$ cat config.mk
export PLATFORM = sky130hd
export DESIGN_NAME = muldiv_unit
export DESIGN_NICKNAME = d
export VERILOG_FILES = /design/src/rtl/muldiv_pkg.sv /design/src/rtl/muldiv_unit_div_iter.sv /design/src/rtl/muldiv_unit.sv
export SDC_FILE = /design/constraint.sdc
export NUM_CORES = 2
export LEC_CHECK = 0
export BUFFER_PORTS_ARGS = -buffer_cell sky130_fd_sc_hd__buf_2
export CAP_MARGIN = 25
export CORE_ASPECT_RATIO = 1.4
export CORE_MARGIN = 8
export CORE_UTILIZATION = 39
export DETAILED_ROUTE_END_ITERATION = 7
export PLACE_DENSITY = 0.55
export SYNTH_ARGS = -nofsm -noshare
export SYNTH_HDL_FRONTEND = slang
export SYNTH_SLANG_ARGS = --single-unit
$ cat constraint.sdc
create_clock -name clk -period 16.2 [get_ports clk]
set_input_delay 3.24 -clock clk [delete_from_list [all_inputs] [get_ports clk]]
set_output_delay 3.24 -clock clk [all_outputs]
set_load 0.05 [all_outputs]
$ cat src/rtl/muldiv_pkg.sv
// Shared encodings for the HI/LO multiply/divide unit.
package muldiv_pkg;

  typedef enum logic [1:0] {
    OP_MULT  = 2'b00,
    OP_MULTU = 2'b01,
    OP_DIV   = 2'b10,
    OP_DIVU  = 2'b11
  } op_e;

  typedef enum logic [2:0] {
    S_IDLE = 3'd0,
    S_MUL  = 3'd1,
    S_DIV  = 3'd2,
    S_SIGN = 3'd3,
    S_DONE = 3'd4
  } state_e;

  localparam int unsigned DIV_ITERS = 32;

  function automatic logic [31:0] abs32(input logic [31:0] v);
    return v[31] ? -v : v;
  endfunction

endpackage

$ cat src/rtl/muldiv_unit_div_iter.sv
// Restoring radix-2 divider core: one quotient bit per step.
module div_iter #(
  parameter int WIDTH = 32
) (
  input  logic             clk,
  input  logic             rst,
  input  logic             load,
  input  logic             step,
  input  logic [WIDTH-1:0] a_abs,
  input  logic [WIDTH-1:0] b_abs,
  output logic [WIDTH-1:0] quotient,
  output logic [WIDTH-1:0] remainder
);

  logic [WIDTH-1:0] rem_q, rem_d;
  logic [WIDTH-1:0] quo_q, quo_d;
  logic [WIDTH-1:0] dvs_q, dvs_d;
  logic [WIDTH:0]   shifted;
  logic [WIDTH:0]   diff;

  always_comb begin
    rem_d   = rem_q;
    quo_d   = quo_q;
    dvs_d   = dvs_q;
    shifted = {rem_q, quo_q[WIDTH-1]};
    diff    = shifted - {1'b0, dvs_q};
    if (load) begin
      rem_d = '0;
      quo_d = a_abs;
      dvs_d = b_abs;
    end else if (step) begin
      // Non-negative trial difference keeps the subtraction
      if (!diff[WIDTH]) begin
        rem_d = diff[WIDTH-1:0];
        quo_d = {quo_q[WIDTH-2:0], 1'b1};
      end else begin
        rem_d = shifted[WIDTH-1:0];
        quo_d = {quo_q[WIDTH-2:0], 1'b0};
      end
    end
  end

  always_ff @(posedge clk) begin
    if (rst) begin
      rem_q <= '0;
      quo_q <= '0;
      dvs_q <= '0;
    end else begin
      rem_q <= rem_d;
      quo_q <= quo_d;
      dvs_q <= dvs_d;
    end
  end

  assign quotient  = quo_q;
  assign remainder = rem_q;

endmodule

$ cat src/rtl/muldiv_unit.sv
// MULT/MULTU/DIV/DIVU sequencer writing the HI/LO register pair.
module muldiv_unit
  import muldiv_pkg::*;
#(
  parameter int WIDTH = 32
) (
  input  logic             clk,
  input  logic             rst,
  input  logic             start,
  input  logic [1:0]       op,
  input  logic [WIDTH-1:0] a,
  input  logic [WIDTH-1:0] b,
  input  logic             flush,
  output logic             busy,
  output logic             done,
  output logic [WIDTH-1:0] hi_out,
  output logic [WIDTH-1:0] lo_out,
  output logic             hilo_we
);

  state_e           state_q, state_d;
  op_e              op_q, op_d;
  logic [WIDTH-1:0] a_q, a_d, b_q, b_d;
  logic [WIDTH-1:0] hi_q, hi_d, lo_q, lo_d;
  logic [5:0]       cnt_q, cnt_d;
  logic             negq_q, negq_d, negr_q, negr_d;
  logic             load, step, sgn;
  logic [2*WIDTH-1:0] a_ext, b_ext, prod;
  logic [WIDTH-1:0] quo, rem, a_abs, b_abs;

  assign sgn   = (op == OP_DIV);
  assign a_abs = sgn ? abs32(a) : a;
  assign b_abs = sgn ? abs32(b) : b;

  // Extension choice makes the low 64 bits right for both signednesses
  assign a_ext = (op_q == OP_MULT) ? {{WIDTH{a_q[WIDTH-1]}}, a_q}
                                   : {{WIDTH{1'b0}}, a_q};
  assign b_ext = (op_q == OP_MULT) ? {{WIDTH{b_q[WIDTH-1]}}, b_q}
                                   : {{WIDTH{1'b0}}, b_q};
  assign prod  = a_ext * b_ext;

  div_iter #(.WIDTH(WIDTH)) u_div (
    .clk       (clk),
    .rst       (rst),
    .load      (load),
    .step      (step),
    .a_abs     (a_abs),
    .b_abs     (b_abs),
    .quotient  (quo),
    .remainder (rem)
  );

  always_comb begin
    state_d = state_q;
    op_d    = op_q;
    a_d     = a_q;
    b_d     = b_q;
    hi_d    = hi_q;
    lo_d    = lo_q;
    cnt_d   = cnt_q;
    negq_d  = negq_q;
    negr_d  = negr_q;
    load    = 1'b0;
    step    = 1'b0;
    if (flush) begin
      state_d = S_IDLE;
      cnt_d   = '0;
    end else begin
      unique case (state_q)
        S_IDLE: if (start) begin
          op_d    = op_e'(op);
          a_d     = a;
          b_d     = b;
          cnt_d   = '0;
          load    = op[1];
          negq_d  = sgn & (a[WIDTH-1] ^ b[WIDTH-1]);
          negr_d  = sgn & a[WIDTH-1];
          state_d = op[1] ? S_DIV : S_MUL;
        end
        S_MUL: begin
          {hi_d, lo_d} = prod;
          state_d      = S_DONE;
        end
        S_DIV: begin
          step  = 1'b1;
          cnt_d = cnt_q + 6'd1;
          if (cnt_q == 6'(DIV_ITERS - 1)) state_d = S_SIGN;
        end
        S_SIGN: begin
          if (b_q == '0) begin
            hi_d = a_q;
            lo_d = '1;
          end else begin
            hi_d = negr_q ? -rem : rem;
            lo_d = negq_q ? -quo : quo;
          end
          state_d = S_DONE;
        end
        S_DONE:  state_d = S_IDLE;
        default: state_d = S_IDLE;
      endcase
    end
  end

  always_ff @(posedge clk) begin
    if (rst) begin
      state_q <= S_IDLE;
      op_q    <= OP_MULT;
      a_q     <= '0;
      b_q     <= '0;
      hi_q    <= '0;
      lo_q    <= '0;
      cnt_q   <= '0;
      negq_q  <= 1'b0;
      negr_q  <= 1'b0;
    end else begin
      state_q <= state_d;
      op_q    <= op_d;
      a_q     <= a_d;
      b_q     <= b_d;
      hi_q    <= hi_d;
      lo_q    <= lo_d;
      cnt_q   <= cnt_d;
      negq_q  <= negq_d;
      negr_q  <= negr_d;
    end
  end

  assign busy    = (state_q != S_IDLE);
  assign done    = (state_q == S_DONE) && !flush;
  assign hilo_we = done;
  assign hi_out  = hi_q;
  assign lo_out  = lo_q;

endmodule
* Yosys cells after proc, flatten, opt, wreduce, memory -nomap -nowiden
Cells that the tools add are included.
** Storage, ports and cells
- Register bits after elaboration :: 237
- Input bits :: 70
- Output and inout port bits :: 67
- Word-level logic and storage cells :: 74
** Operators by class
- $add $sub $neg :: 6
- $mul :: 1
- Eq/ne operators :: 8
- Multiplexer cells :: 27
- Bitwise operators :: 4
- Reduce and logical (&&, ||, !) cells :: 16
** Operator list (number)
- $mux W32 :: 11
- $mux W64 :: 2
- $neg A32 Y32 :: 4
- $pmux W32 S2 :: 2
- $mul A64 B64 Y64 :: 1
- $sub A33 B32 Y33 :: 1
- $logic_not A32 Y1 :: 1
- $pmux W6 S2 :: 1
- $pmux W3 S3 :: 1
- $add A6 B1 Y6 const B :: 1
- $eq A3 B2 Y1 const B :: 2
- $eq A6 B5 Y1 const B :: 1
- $mux W1 :: 6
- $mux W3 :: 2
- $mux W6 :: 1
- $reduce_and A2 Y1 :: 3
- $reduce_bool A2 Y1 :: 3
- $reduce_or A2 Y1 :: 3
- $ne A2 B2 Y1 const B :: 2
- $eq A3 B1 Y1 const B :: 1
- $eq A3 B3 Y1 const B :: 1
- $logic_not A3 Y1 :: 1
- $reduce_and A3 Y1 :: 1
- $reduce_bool A3 Y1 :: 1
- other kinds (8) :: 9

* Logic depth before layout (Yosys ltp)
- Word-level depth :: 5
- Depth in mapped cells :: 36
- Depth with buffers taken out :: 33

* By module
Synthesis repeated with hierarchy kept, for this count alone.
** Second synthesis, totals
- Cells, all modules :: 6934
- Area, all modules :: 61926.9 sq um
** Modules (own cells, without submodules)
- muldiv_unit :: instances 1, cells an instance 6256, area each 56213.9 sq um, seq. area each 2822.7 sq um
- div_iter :: instances 1, cells an instance 678, area each 5713.0 sq um, seq. area each 1921.8 sq um

* Worst setup path after synthesis
Ideal clock, no wire load.
- Path type :: register to register
- From :: reg op_q[1]
- To :: reg hi_q[29], in the netlist hi_out[29]
- Library setup time :: 0.132 ns
- Data arrival time :: 9.348 ns
- Required time :: 16.068 ns
- Setup slack :: 6.720 ns
- Stages on the path, launching flop included :: 31
- Path buffers :: 2
- Period minus slack after synthesis :: 9.480 ns
- Path through :: dfxtp_1 -> nor2_1 -> and2_1 -> clkbuf_1 -> clkbuf_1 -> nand2_1 -> fa_1 -> inv_1 -> fa_1 -> fa_1 -> inv_1 -> fa_1 -> inv_1 -> fa_1 -> fa_1 -> fa_1 -> fa_1 -> fa_1 -> inv_1 -> fa_1 -> inv_1 -> ha_1 -> and2_1 -> nand3_1 -> or3_1 -> or3_1 -> o21ai_0 -> nand3_1 -> o311ai_0 -> mux2i_1 -> a21oi_1
** Between the ends
- Cells in the longest elaborated chain, start to end :: 4
- Elaborated cells between the ends (all ways) :: 5
- Classes of those cells :: mul: 1; mux: 3; reduce/logical: 1
** RTL lines
- start: declaration :: RTL line muldiv_unit.sv:22 : op_e op_q, op_d;
- start signal: assignment :: RTL line muldiv_unit.sv:118 : op_q <= op_d;
- $logic_not A2 Y1 * :: RTL line muldiv_unit.sv:36, muldiv_unit.sv:38
- $mux W64, on equally long branches :: RTL line muldiv_unit.sv:36, muldiv_unit.sv:38
- $mul A64 B64 Y64 * :: RTL line muldiv_unit.sv:40 : assign prod = a_ext * b_ext;
- $pmux W32 S2 * :: RTL line muldiv_unit.sv:69 : unique case (state_q)
- end signal: assignment :: RTL line muldiv_unit.sv:121 : hi_q <= hi_d;
- end: declaration :: RTL line muldiv_unit.sv:24 : logic [WIDTH-1:0] hi_q, hi_d, lo_q, lo_d;
Mark *: on every way between the ends. The rest lies on a longest branch, timed or not.
A chain may end at the register's enable or synchronous reset.

* Worst setup path after layout
- From :: reg op_q[0]
- To :: reg hi_q[29], in the netlist hi_out[29]
The elaborated chain is that of the path after synthesis.

==> insert_results.sql <==
INSERT INTO impl_metrics (metric_group, metric, value, unit) VALUES
('grt', 'gr-total-overflow', '0', ''),
('yosys', 'ys.warnings.count', '0', ''),
('layout', 'layout.cells.most_common_list', '1,578 x inv_1, 1,424 x fa_1, 899 x nand2_1', ''),
('yosys', 'synthesized_netlist_net_count', '8769', ''),
('grt', 'grt_first_pass_wirelength', '311000', 'microns'),
('yosys', 'asyncSetResetFlopFracSynth', '0', '%'),
('drt', 'antenna_violating_nets_post_route', '0', ''),
('yosys', 'ys_ff_latch', '237', ''),
('critical_path', 'critPathArrivalTime', '11.16', 'ns'),
('layout', 'mostFrequentLayoutCell', 'inv_1', ''),
('power_and_ir_drop', 'pwr_density_cell', '36.8', 'nW/um^2'),
('floorplanning', 'floorplan.die.width', '352', 'microns'),
('layout', 'filler_instances', '15947', ''),
('sta', 'timing.final.hold_violations', '0', ''),
('layout', 'num-nets-final', '8642', ''),
('drt', 'wl_per_cell', '22.3', 'microns'),
('clock_network', 'numCtsBuffers', '24', ''),
('grt', 'first_global_vias', '51334', ''),
('yosys', 'post_synth.cell_area_avg', '8.86', 'sq um'),
('sta', 'fin_ws', '5.47', 'ns'),
('outcome', 'status', 'finished clean', ''),
('clock_network', 'cts_resized', '0', ''),
('clock_network', 'clock_edge_transition_at_the_registers_on_the_reported_setup_and_hold_paths', '0.08', 'ns'),
('drt', 'totalWireLength', '199000', 'microns'),
('yosys', 'synth_simple_gate_area_share', '14.5', '%'),
('floorplanning', 'initial_core_utilization', '39.2', '%'),
('critical_path', 'reg2reg_from', 'op_q[0]$_SDFFE_PP0P_', ''),
('drt', 'detail_route.first_pass.iterations', '7', ''),
('layout', 'area_growth', '5.52', '%'),
('clock_network', 'h_tree_level_count', '1', ''),
('grt', 'number_of_antenna_violations_at_the_first_check_in_global_routing', '8', ''),
('drt', 'average_via_count_per_standard_cell', '5.18', ''),
('sta', 'setup-tns-final', '0', 'ns'),
('grt', 'globalRouteMet3Util', '2.39', '%'),
('grt', 'global_route.usage.total', '23.7', '%'),
('clock_network', 'cts_hold_buffers', '0', ''),
('yosys', 'synth_seq_area_share', '7.72', '%'),
('yosys', 'muxShareOfSynthArea', '0.326', '%'),
('critical_path', 'source_of_the_critical_timing_path', 'op_q[0]$_SDFFE_PP0P_', ''),
('sta', 'period_share', '66.2', '%'),
('yosys', 'yosys.area_share.xor_xnor', '3.58', '%'),
('yosys', 'ys_types', '74', ''),
('placed_design', 'port-buffer-count', '136', ''),
('clock_network', 'clock_tree_from_tritoncts', 'built', ''),
('floorplanning', 'floorplan.core_area', '157000', 'sq um'),
('sta', 'unrepaired_setup_endpoints_after_global_routing', 'false', ''),
('critical_path', 'critPathRequiredTime', '16.63', 'ns'),
('sta', 'headroom_to_the_max_slew_limit', '29.6', '%'),
('hold_path', 'worst_hold_path.num_cells', '2', ''),
('hold_path', 'hold_path_startpoint', 'a_q[25]$_SDFFE_PP0P_', ''),
('sta', 'finalSetupViolations', '0', ''),
('drt', 'first_iter_violations', '3151', ''),
('yosys', 'largest_family_of_logic_cells_by_synthesized_area', 'adder cells', ''),
('critical_path', 'setup.reg_to_reg.worst_slack', '5.47', 'ns'),
('yosys', 'compound_cell_area_share_of_the_yosys_netlist', '8.44', '%'),
('critical_path', 'rr_worst_depth', '31', ''),
('placed_design', 'hpwl', '160000', 'microns'),
('floorplanning', 'die_y', '486', 'microns'),
('power_and_ir_drop', 'power.leakage', '32.5', 'nW'),
('grt', 'grtUsageMet1', '30.0', '%'),
('power_and_ir_drop', 'peakVddDrop', '0.0000881', 'V'),
('sta', 'max_clock_freq', '93.2', 'MHz'),
('floorplanning', 'area_of_the_die', '171000', 'sq um'),
('yosys', 'synthCells', '6934', ''),
('hold_path', 'holdCritPathClass', 'flip-flop to flip-flop', ''),
('yosys', 'number_of_enable_type_register_cells_in_the_synthesized_netlist', '0', ''),
('drt', 'vias', '46180', ''),
('sta', 'tightest_slew', '1.04', 'ns'),
('sta', 'clk_skew', '0.0675', 'ns'),
('grt', 'pin_count_of_the_biggest_net_entering_global_routing', '73', ''),
('floorplanning', 'rows', '172', '');
## cell families after synthesis
logic type,after synthesis
buffers and inverters,1962
adder cells (fa/ha/maj),1769
AND/OR/NAND/NOR,1876
AO/OA/AOI/OAI,819
flip-flops,237
multiplexers,20
XOR/XNOR,251
## metrics by stage
step           instances  power (W)  hold WS, ns  cell area (sq um)  utilization [%]
2_1_floorplan       6934    0.00140        0.440              61500                -
3_3_place_gp        8868    0.00179        0.441              64100             40.9
3_5_place_dp        8869    0.00179        0.444              64100             40.9
4_1_cts             8912    0.00240        0.455              64800             41.4
5_1_grt             8914    0.00254        0.473              64800             41.4
6_report            8918    0.00238        0.452              64900             41.4
## final cells by class
cell class / count / area, sq um / share of cell area, %
antenna: 6 / 15.0 / 0.0232
tap: 2088 / 2610 / 4.03
inverter: 1578 / 5920 / 9.13
multi-input combinational: 4735 / 49400 / 76.1
sequential: 237 / 4760 / 7.34
clock buffer: 29 / 639 / 0.986
timing repair buffer: 231 / 1400 / 2.16
clock inverter: 14 / 139 / 0.214
## report_power, final
group / internal [W] / switching [W] / total, W
Sequential: 0.000603 / 0.0000355 / 0.000639
Clock: 0.000302 / 0.000287 / 0.000589
Combinational: 0.000402 / 0.000754 / 0.00116
Total: 0.00131 / 0.00108 / 0.00238
## synthesized netlist by cell type (all sizes together) (44+ instances only)
library cell | count | area, sq um
inv | 1578 | 5920
fa | 1424 | 28500
nand2 | 900 | 3380
and2 | 521 | 3260
clkbuf | 366 | 1370
ha | 341 | 4270
a21oi | 305 | 1530
dfxtp | 237 | 4740
nor2 | 213 | 800
xnor2 | 162 | 1420
o21ai | 161 | 806
xor2 | 89 | 780
a21o | 57 | 428
a211oi | 51 | 383
and3 | 44 | 275
## how the worst max path moves through the flow
stage / to / slack [ns] / depth (start not counted)
2_1_floorplan: hi_out[29]$_SDFFE_PP0P_ / 6.72 / 30
3_3_place_gp: hi_out[29]$_SDFFE_PP0P_ / 5.57 / 31
3_5_place_dp: hi_out[29]$_SDFFE_PP0P_ / 5.54 / 31
4_1_cts: hi_out[29]$_SDFFE_PP0P_ / 5.43 / 31
5_1_grt: hi_out[29]$_SDFFE_PP0P_ / 4.90 / 31
6_report: hi_out[29]$_SDFFE_PP0P_ / 5.47 / 31
## per-layer routing
metal	vias to the layer above	part of all wire [%]
li1	20534	-
met1	23897	40
met2	1398	51
met3	351	4.9
met4	0	4.4
met5	-	0
## state kept, by name (all words and copies together) (netlist names), 3 cells and up
register	count
hi_out	32
u_div.remainder	32
state_q	3
lo_out	32
u_div.dvs_q	32
u_div.quotient	32
b_q	32
cnt_q	6
a_q	32
## critical path: cells and delay by family (launching register included)
kind	cells	cell delay [ns]
adder cells (fa/ha/maj)	11	6.10
AND/OR/NAND/NOR	8	1.74
buffers and inverters	8	1.07
AO/OA/AOI/OAI	3	1.03
flip-flops	1	0.38
multiplexers	1	0.24
Power figures use the tool's default switching activity.
